## src/rtl/gem_csc_match_pkg.sv

```systemverilog
`default_nettype none
// +----------------------------------------------------------------------+
// | gem_csc_match_pkg                                                    |
// | Shared constants, entry layout and FSM encodings for the GEM-CSC     |
// | cluster matcher.                                                     |
// | Revision: 1.0                                                        |
// +----------------------------------------------------------------------+
package gem_csc_match_pkg;

    localparam int         MXCLST = 8;
    localparam logic [3:0] MXAGE  = 4'd7;

    localparam int HS_W    = 8;
    localparam int WG_W    = 6;
    localparam int REQWG_W = 7;
    localparam int PAD_W   = 8;
    localparam int ROLL_W  = 3;

    localparam logic [HS_W-1:0]    HS_MIN      = 8'd0;
    localparam logic [HS_W-1:0]    HS_ME1B_MAX = 8'd127;
    localparam logic [HS_W-1:0]    HS_ME1A_MIN = 8'd128;
    localparam logic [HS_W-1:0]    HS_MAX      = 8'd223;
    localparam logic [HS_W-1:0]    HS_INVALID  = 8'd224;
    localparam logic [REQWG_W-1:0] MAXWIRE     = 7'd47;

    localparam logic [1:0] ST_IDLE = 2'd0;
    localparam logic [1:0] ST_SCAN = 2'd1;
    localparam logic [1:0] ST_DONE = 2'd2;

    // Geometry of one translated window; all that the match test looks at.
    typedef struct packed {
        logic            me1a;
        logic [WG_W-1:0] wire_lo;
        logic [WG_W-1:0] wire_hi;
        logic [HS_W-1:0] a_lo;
        logic [HS_W-1:0] a_hi;
        logic [HS_W-1:0] a_mi;
        logic [HS_W-1:0] b_lo;
        logic [HS_W-1:0] b_hi;
        logic [HS_W-1:0] b_mi;
    } clst_win_t;

    typedef struct packed {
        clst_win_t         win;
        logic [PAD_W-1:0]  pad;
        logic [ROLL_W-1:0] roll;
    } clst_entry_t;

endpackage
`default_nettype wire

```

## src/rtl/gem_clst_entry_compare.sv

```systemverilog
`default_nettype none
// +----------------------------------------------------------------------+
// | gem_clst_entry_compare                                               |
// | Combinational match test of one buffered window against a request.   |
// | Revision: 1.0                                                        |
// +----------------------------------------------------------------------+
module gem_clst_entry_compare
    import gem_csc_match_pkg::*;
(
    input  clst_win_t           win_i,
    input  logic                valid_i,
    input  logic [REQWG_W-1:0]  req_wire_i,
    input  logic [HS_W-1:0]     req_hs_i,
    output logic                hit_o,
    output logic [HS_W-1:0]     dhs_o
);

    logic            w_me1a_req;
    logic            w_me1b_req;
    logic            w_region_ok;
    logic            w_wire_ok;
    logic            w_bound_ok;
    logic [HS_W-1:0] w_lo;
    logic [HS_W-1:0] w_hi;
    logic [HS_W-1:0] w_mi;

    assign w_me1a_req = (req_hs_i >= HS_ME1A_MIN) && (req_hs_i <= HS_MAX);
    assign w_me1b_req = (req_hs_i <= HS_ME1B_MAX);

    assign w_lo = win_i.me1a ? win_i.a_lo : win_i.b_lo;
    assign w_hi = win_i.me1a ? win_i.a_hi : win_i.b_hi;
    assign w_mi = win_i.me1a ? win_i.a_mi : win_i.b_mi;

    assign w_region_ok = win_i.me1a ? w_me1a_req : w_me1b_req;

    assign w_wire_ok = (req_wire_i <= MAXWIRE)
                    && ({1'b0, win_i.wire_lo} <= req_wire_i)
                    && (req_wire_i <= {1'b0, win_i.wire_hi});

    // A bound of 224 marks a window outside this region and must never hit.
    assign w_bound_ok = (w_lo != HS_INVALID) && (w_hi != HS_INVALID)
                     && (w_lo <= req_hs_i) && (req_hs_i <= w_hi);

    assign hit_o = valid_i && w_region_ok && w_wire_ok && w_bound_ok;
    assign dhs_o = (req_hs_i >= w_mi) ? (req_hs_i - w_mi) : (w_mi - req_hs_i);

endmodule
`default_nettype wire

```

## src/rtl/gem_csc_cluster_matcher.sv

```systemverilog
`default_nettype none
// +----------------------------------------------------------------------+
// | gem_csc_cluster_matcher                                              |
// | Aging buffer of GEM windows with a snapshot scan for best LCT match. |
// | Revision: 1.0                                                        |
// +----------------------------------------------------------------------+
module gem_csc_cluster_matcher #(
    parameter int         MXCLST = gem_csc_match_pkg::MXCLST,
    parameter logic [3:0] MXAGE  = gem_csc_match_pkg::MXAGE,
    parameter int         HSBITS = 8,
    parameter int         WGBITS = 6
) (
    input  logic                      clock,
    input  logic                      reset_n,
    input  logic                      clst_vpf,
    input  logic                      clst_me1a,
    input  logic [WGBITS-1:0]         clst_wire_lo,
    input  logic [WGBITS-1:0]         clst_wire_hi,
    input  logic [HSBITS-1:0]         clst_me1ahs_lo,
    input  logic [HSBITS-1:0]         clst_me1ahs_hi,
    input  logic [HSBITS-1:0]         clst_me1ahs_mi,
    input  logic [HSBITS-1:0]         clst_me1bhs_lo,
    input  logic [HSBITS-1:0]         clst_me1bhs_hi,
    input  logic [HSBITS-1:0]         clst_me1bhs_mi,
    input  logic [7:0]                clst_pad,
    input  logic [2:0]                clst_roll,
    input  logic                      req_vpf,
    input  logic [6:0]                req_wire,
    input  logic [HSBITS-1:0]         req_hs,
    output logic                      busy,
    output logic                      match_done,
    output logic                      match_found,
    output logic [$clog2(MXCLST)-1:0] match_idx,
    output logic [7:0]                match_pad,
    output logic [2:0]                match_roll,
    output logic [HSBITS-1:0]         match_dhs,
    output logic [7:0]                drop_cnt,
    output logic [7:0]                ovwr_cnt
);

    import gem_csc_match_pkg::clst_entry_t;
    import gem_csc_match_pkg::ST_IDLE;
    import gem_csc_match_pkg::ST_SCAN;
    import gem_csc_match_pkg::ST_DONE;
    import gem_csc_match_pkg::HS_MIN;
    import gem_csc_match_pkg::HS_W;

    localparam int IDXW = $clog2(MXCLST);

    logic [1:0]        state_q;
    logic [IDXW-1:0]   wr_ptr_q;
    logic [IDXW-1:0]   scan_idx_q;
    clst_entry_t       buf_q [MXCLST];
    clst_entry_t       shd_q [MXCLST];
    logic [MXCLST-1:0] vld_q;
    logic [MXCLST-1:0] shd_vld_q;
    logic [3:0]        age_q [MXCLST];
    logic [7:0]        drop_cnt_q;
    logic [7:0]        ovwr_cnt_q;
    logic [6:0]        req_wire_q;
    logic [HS_W-1:0]   req_hs_q;

    logic              best_found_q;
    logic [IDXW-1:0]   best_idx_q;
    logic [7:0]        best_pad_q;
    logic [2:0]        best_roll_q;
    logic [HS_W-1:0]   best_dhs_q;

    logic              done_q;
    logic              found_q;
    logic [IDXW-1:0]   idx_q;
    logic [7:0]        pad_q;
    logic [2:0]        roll_q;
    logic [HS_W-1:0]   dhs_q;

    clst_entry_t       wr_entry_d;
    clst_entry_t       w_cur;
    logic              w_hit;
    logic [HS_W-1:0]   w_dhs;
    logic              w_accept;
    logic              w_better;

    always_comb begin
        wr_entry_d             = '0;
        wr_entry_d.win.me1a    = clst_me1a;
        wr_entry_d.win.wire_lo = clst_wire_lo;
        wr_entry_d.win.wire_hi = clst_wire_hi;
        wr_entry_d.win.a_lo    = clst_me1ahs_lo;
        wr_entry_d.win.a_hi    = clst_me1ahs_hi;
        wr_entry_d.win.a_mi    = clst_me1ahs_mi;
        wr_entry_d.win.b_lo    = clst_me1bhs_lo;
        wr_entry_d.win.b_hi    = clst_me1bhs_hi;
        wr_entry_d.win.b_mi    = clst_me1bhs_mi;
        wr_entry_d.pad         = clst_pad;
        wr_entry_d.roll        = clst_roll;
    end

    assign w_accept = (state_q == ST_IDLE) && req_vpf;

    // Valid/age bookkeeping; a same-clock write wins over expiry.
    always_ff @(posedge clock or negedge reset_n) begin
        if (!reset_n) begin
            wr_ptr_q   <= '0;
            vld_q      <= '0;
            ovwr_cnt_q <= '0;
            for (int i = 0; i < MXCLST; i++) age_q[i] <= '0;
        end else begin
            for (int i = 0; i < MXCLST; i++) begin
                if (clst_vpf && (wr_ptr_q == IDXW'(i))) begin
                    vld_q[i] <= 1'b1;
                    age_q[i] <= '0;
                end else if (vld_q[i]) begin
                    if (age_q[i] == MXAGE) begin
                        vld_q[i] <= 1'b0;
                        age_q[i] <= '0;
                    end else begin
                        age_q[i] <= age_q[i] + 4'd1;
                    end
                end
            end
            if (clst_vpf) begin
                wr_ptr_q <= wr_ptr_q + 1'b1;
                if (vld_q[wr_ptr_q] && (ovwr_cnt_q != 8'hFF))
                    ovwr_cnt_q <= ovwr_cnt_q + 8'd1;
            end
        end
    end

    // Payload storage needs no reset; validity lives in vld_q/shd_vld_q.
    always_ff @(posedge clock) begin
        if (clst_vpf) buf_q[wr_ptr_q] <= wr_entry_d;
        if (w_accept) shd_q <= buf_q;
    end

    assign w_cur = shd_q[scan_idx_q];

    gem_clst_entry_compare u_cmp (
        .win_i      (w_cur.win),
        .valid_i    (shd_vld_q[scan_idx_q]),
        .req_wire_i (req_wire_q),
        .req_hs_i   (req_hs_q),
        .hit_o      (w_hit),
        .dhs_o      (w_dhs)
    );

    // Strict less-than keeps the lowest index on equal distance.
    assign w_better = w_hit && (!best_found_q || (w_dhs < best_dhs_q));

    always_ff @(posedge clock or negedge reset_n) begin
        if (!reset_n) begin
            state_q      <= ST_IDLE;
            scan_idx_q   <= '0;
            req_wire_q   <= '0;
            req_hs_q     <= '0;
            shd_vld_q    <= '0;
            best_found_q <= 1'b0;
            best_idx_q   <= '0;
            best_pad_q   <= '0;
            best_roll_q  <= '0;
            best_dhs_q   <= HS_MIN;
            done_q       <= 1'b0;
            found_q      <= 1'b0;
            idx_q        <= '0;
            pad_q        <= '0;
            roll_q       <= '0;
            dhs_q        <= '0;
            drop_cnt_q   <= '0;
        end else begin
            done_q <= 1'b0;
            case (state_q)
                ST_IDLE: begin
                    if (req_vpf) begin
                        req_wire_q   <= req_wire;
                        req_hs_q     <= req_hs;
                        shd_vld_q    <= vld_q;
                        scan_idx_q   <= '0;
                        best_found_q <= 1'b0;
                        best_idx_q   <= '0;
                        best_pad_q   <= '0;
                        best_roll_q  <= '0;
                        best_dhs_q   <= HS_MIN;
                        state_q      <= ST_SCAN;
                    end
                end
                ST_SCAN: begin
                    if (w_better) begin
                        best_found_q <= 1'b1;
                        best_idx_q   <= scan_idx_q;
                        best_pad_q   <= w_cur.pad;
                        best_roll_q  <= w_cur.roll;
                        best_dhs_q   <= w_dhs;
                    end
                    scan_idx_q <= scan_idx_q + 1'b1;
                    if (scan_idx_q == IDXW'(MXCLST - 1)) state_q <= ST_DONE;
                end
                ST_DONE: begin
                    done_q  <= 1'b1;
                    found_q <= best_found_q;
                    idx_q   <= best_idx_q;
                    pad_q   <= best_pad_q;
                    roll_q  <= best_roll_q;
                    dhs_q   <= best_dhs_q;
                    state_q <= ST_IDLE;
                end
                default: state_q <= ST_IDLE;
            endcase
            if (req_vpf && (state_q != ST_IDLE) && (drop_cnt_q != 8'hFF))
                drop_cnt_q <= drop_cnt_q + 8'd1;
        end
    end

    assign busy        = (state_q != ST_IDLE);
    assign match_done  = done_q;
    assign match_found = found_q;
    assign match_idx   = idx_q;
    assign match_pad   = pad_q;
    assign match_roll  = roll_q;
    assign match_dhs   = dhs_q;
    assign drop_cnt    = drop_cnt_q;
    assign ovwr_cnt    = ovwr_cnt_q;

endmodule
`default_nettype wire

```

## config.mk

```make
export PLATFORM = sky130hd
export DESIGN_NAME = gem_csc_cluster_matcher
export DESIGN_NICKNAME = d
export VERILOG_FILES = /design/src/rtl/gem_csc_match_pkg.sv /design/src/rtl/gem_clst_entry_compare.sv /design/src/rtl/gem_csc_cluster_matcher.sv
export SDC_FILE = /design/constraint.sdc
export NUM_CORES = 1
export LEC_CHECK = 0
export CAP_MARGIN = 20
export CORE_AREA = 2 2 282 284
export DETAILED_ROUTE_END_ITERATION = 10
export DIE_AREA = 0 0 284 286
export DONT_BUFFER_PORTS = 1
export GPL_TIMING_DRIVEN = 0
export PLACE_DENSITY = 0.78
export REMOVE_ABC_BUFFERS = 1
export SETUP_SLACK_MARGIN = 0.2
export SLEW_MARGIN = 15
export SYNTH_ARGS = -nofsm -noshare
export SYNTH_HDL_FRONTEND = slang
export SYNTH_SLANG_ARGS = --single-unit
```

## constraint.sdc

```tcl
create_clock -name clock -period 27.1 [get_ports clock]
set_input_delay 2.71 -clock clock [delete_from_list [all_inputs] [get_ports clock]]
set_output_delay 2.71 -clock clock [all_outputs]
set_load 0.01 [all_outputs]
```

==> run_summary.xml <==
<?xml version="1.0" encoding="UTF-8"?>
<metrics>
  <group name="drt">
    <metric name="route.detailed.wl_per_inst" unit="um">26.57</metric>
    <metric name="drc" unit="">0</metric>
    <metric name="routed_via_density" unit="">6.034</metric>
    <metric name="dr.first_iter.drc_count" unit="">1956</metric>
    <metric name="drt.antenna.violating_nets" unit="">0</metric>
    <metric name="drt-pass1-iter-count" unit="">5</metric>
    <metric name="routed-via-count" unit="">20990</metric>
    <metric name="drt-total-wl" unit="um">92420</metric>
  </group>
  <group name="critical_path">
    <metric name="critPathSlowestCell" unit="">mux4_4</metric>
    <metric name="critical-path-top-cell-by-count" unit="">buf_16</metric>
    <metric name="crit_path_start" unit="">scan_idx_q[0]</metric>
    <metric name="worstSetupStartpointType" unit="">register</metric>
    <metric name="critPathMaxFanout" unit="">33</metric>
    <metric name="worst_r2r_path_depth" unit="">26</metric>
    <metric name="reg2reg_to" unit="">best_dhs_q[4]</metric>
    <metric name="worstSetupPathType" unit="">register to register</metric>
    <metric name="delay_of_the_slowest_cell_on_the_worst_path" unit="ns">1.07</metric>
    <metric name="endpoint_kind" unit="">register</metric>
    <metric name="reg2reg_setup_slack" unit="ns">18.34</metric>
    <metric name="cp_data_arrival_time" unit="ns">9.31</metric>
    <metric name="timing.rr.start" unit="">scan_idx_q[0]</metric>
    <metric name="path_buf_inv" unit="">5</metric>
    <metric name="worstPathRequired" unit="ns">27.65</metric>
    <metric name="cp_top_family" unit="">multiplexers</metric>
  </group>
  <group name="global_route">
    <metric name="gr-total-overflow" unit="">0</metric>
    <metric name="grt_pass1_vias" unit="">22060</metric>
    <metric name="grt_first_pass_wirelength" unit="um">138200</metric>
    <metric name="grt_start_max_net_pins" unit="">135</metric>
    <metric name="overall_global_routing_resource_usage" unit="">0.2314</metric>
    <metric name="antenna_found_initial" unit="">1</metric>
  </group>
  <group name="sta">
    <metric name="finalHoldViolations" unit="">0</metric>
    <metric name="finalCritPeriodShare" unit="">0.3234</metric>
    <metric name="timing.fmax" unit="MHz">114.1</metric>
    <metric name="rsz0062_at_grt" unit="">false</metric>
    <metric name="timing.setup.tns" unit="ns">0</metric>
    <metric name="worst_pin_slew" unit="ns">1.019</metric>
    <metric name="worst_slew_margin_rel" unit="">0.3199</metric>
    <metric name="setup_violations" unit="">0</metric>
    <metric name="layout_min_cycle_time" unit="ns">8.763</metric>
    <metric name="timing.clock.skew" unit="ns">0.02311</metric>
    <metric name="final_max_slew_viols" unit="">0</metric>
  </group>
  <group name="final_layout">
    <metric name="fin_util" unit="">0.6735</metric>
    <metric name="drive_gt1_frac" unit="">0.1895</metric>
    <metric name="area.sequential" unit="mm^2">0.03796</metric>
    <metric name="multi_input_gate_area" unit="mm^2">0.008145</metric>
    <metric name="final_nets" unit="">2484</metric>
    <metric name="syn_to_final_growth" unit="%">13.45</metric>
    <metric name="fill_cells" unit="">4664</metric>
  </group>
  <group name="logic_synthesis">
    <metric name="synth.largest_area_cell" unit="">edfxtp_1</metric>
    <metric name="synth_top_cells_by_count" unit="">1,152 x edfxtp_1, 147 x nand2_1, 144 x mux4_2, 134 x dfrtp_1, 74 x mux2i_1</metric>
    <metric name="synth-seq-cells" unit="">1286</metric>
    <metric name="syn_area" unit="mm^2">0.04652</metric>
    <metric name="ys.flop_type" unit="">edfxtp_1</metric>
    <metric name="synth.lib_cells_used.distinct" unit="">58</metric>
    <metric name="synth.top_cell.area_share" unit="">0.7437</metric>
    <metric name="synthesis.area_per_instance" unit="um^2">21.13</metric>
    <metric name="synthMostInstantiatedCell" unit="">edfxtp_1</metric>
    <metric name="ys_warn_count" unit="">0</metric>
    <metric name="async_flop_share" unit="">0.1042</metric>
    <metric name="postSynthCellCount" unit="">2201</metric>
    <metric name="area_contributors_post_synth" unit="">edfxtp_1 74%, dfrtp_1 7.2%, mux4_2 7.0%</metric>
    <metric name="synth-seq-area-share" unit="">0.8158</metric>
    <metric name="synth_edf_count" unit="">1152</metric>
  </group>
  <group name="die">
    <metric name="die_area" unit="mm^2">0.08122</metric>
    <metric name="floorplan.die.width" unit="um">284</metric>
    <metric name="core_box_area" unit="mm^2">0.07836</metric>
    <metric name="std_cell_rows" unit="">103</metric>
    <metric name="ios" unit="">132</metric>
    <metric name="initial_utilization" unit="">0.5937</metric>
    <metric name="die_height" unit="um">286</metric>
  </group>
  <group name="flow_run">
    <metric name="drv_cap" unit="">0</metric>
  </group>
  <group name="clock_tree">
    <metric name="cts_htree_levels" unit="">3</metric>
    <metric name="tritoncts.num_buffers" unit="">116</metric>
    <metric name="ctsResizeCount" unit="">0</metric>
    <metric name="numClockSinks" unit="">1286</metric>
    <metric name="cts_tree" unit="">done</metric>
    <metric name="post-cts-setup-buffer-count" unit="">0</metric>
    <metric name="cts_hold_repair.buffers" unit="">0</metric>
    <metric name="root_buffer" unit="">clkbuf_16</metric>
    <metric name="clkLatencyLatePin" unit="ns">0.69</metric>
    <metric name="clock_tree.buffer_depth" unit="">3</metric>
    <metric name="clk_pin_slew" unit="ns">0.06</metric>
  </group>
  <group name="pwr">
    <metric name="vdd_ir_drop_max" unit="V">0.00008353</metric>
    <metric name="power_density" unit="mW/mm^2">114.2</metric>
    <metric name="finalPower" unit="W">0.006025</metric>
    <metric name="leak" unit="nW">18.12</metric>
  </group>
  <group name="placement">
    <metric name="gpl.final_weighted_congestion" unit="">0.7886</metric>
    <metric name="dpl_wire_length" unit="um">54510</metric>
    <metric name="place.port_buffers" unit="">0</metric>
  </group>
  <group name="hold_path">
    <metric name="holdPathStages" unit="">0</metric>
    <metric name="hold_path.startpoint" unit="">buf_q[427]</metric>
    <metric name="worstHoldEndpoint" unit="">shd_q[427]</metric>
    <metric name="holdCritPathClass" unit="">register to register</metric>
  </group>
  <group name="run_status">
    <metric name="status" unit="">finished, final reports clean</metric>
  </group>
</metrics>
## sequential cells by signal, indices dropped and copies added (netlist names), 7 cells and up
name and cells:
best_pad_q 8, req_hs_q 8, shd_vld_q 8, match_dhs 8
age_q 32, drop_cnt 8, shd_q 576, buf_q 576
best_dhs_q 8, req_wire_q 7, match_pad 8, ovwr_cnt 8
vld_q 8
## layout make-up
class / instances / area share
clock buffers: 154 / 0.05963
repair buffers: 66 / 0.02335
diodes: 1 / 0.00004742
well taps: 1050 / 0.02490
inverters: 44 / 0.003272
clock inverters: 68 / 0.01517
multi-input cells: 809 / 0.1543
flip-flops and latches: 1286 / 0.7193
## worst max path at each step
stage,to,slack (ns),cells past startpoint
2_1_floorplan,shd_q[0],8.19,2
3_3_place_gp,req_hs_q[4],2.10,4
3_5_place_dp,best_dhs_q[2],18.31,26
4_1_cts,best_dhs_q[2],18.26,26
5_1_grt,best_dhs_q[4],17.73,26
6_report,best_dhs_q[4],18.34,26
## placed cells by master (no fill, tap or decap), drive strengths merged, types with 3 or more instances in the layout
cell    instances
nor4b           3
mux2           54
nand4          19
a21o           10
or3            10
nor2           53
nor2b          11
inv            47
nand2b          9
ha             68
clkbuf        154
and2            5
a31oi           5
bufinv         15
xor2           14
dfrtp         134
a21oi          46
clkinv         48
xnor2          14
o21bai          4
and3           11
buf            66
edfxtp       1152
mux2i          74
nor3            8
nand3           6
nand2         147
a21boi          4
o21a           14
o21ai          41
mux4          148
a211oi          5
nand3b          3
## worst reg2reg max path: cells and delay by family, from the launching register on
family	cells	cell delay [ns]
AO/OA/AOI/OAI	9	2.14
flip-flops	1	0.96
multiplexers	4	2.26
adder cells (fa/ha/maj)	3	0.84
AND/OR/NAND/NOR	4	1.13
XOR/XNOR	1	0.27
buffers and inverters	5	1.06
## where the power goes
group,switching (W),total [W],internal (W)
Sequential,0.000204,0.00272,0.00252
Combinational,0.000915,0.00163,0.000719
Clock,0.000703,0.00167,0.000964
## stage by stage
stage	setup slack (ns)	hold slack [ns]	std cells	area [um^2]
4_1_cts	18.26	0.4130	3477	52770
3_5_place_dp	18.31	0.4045	3255	48820
5_1_grt	17.73	0.4152	3477	52770
6_report	18.34	0.4104	3478	52770
3_3_place_gp	2.095	0.4001	3189	47510
2_1_floorplan	8.192	0.4003	2139	46200
## routing by layer
layer / part of all wire / wire, um / vias to the layer above / GRT usage
li1: - / - / 8986 / -
met1: 0.38 / 34970 / 11010 / 0.2932
met2: 0.52 / 48510 / 827 / 0.4064
met3: 0.073 / 6733 / 165 / 0.04609
met4: 0.024 / 2205 / 0 / 0.07342
met5: 0 / 0 / - / 0
## cells by family after synthesis
logic type | Yosys count | share of synthesized area
XOR/XNOR | 28 | 0.005272
adder cells (fa/ha/maj) | 70 | 0.01915
flip-flops | 1286 | 0.8158
buffers and inverters | 106 | 0.01041
AO/OA/AOI/OAI | 144 | 0.01915
multiplexers | 276 | 0.1014
AND/OR/NAND/NOR | 291 | 0.02889
Power figures use the tool's default switching activity.
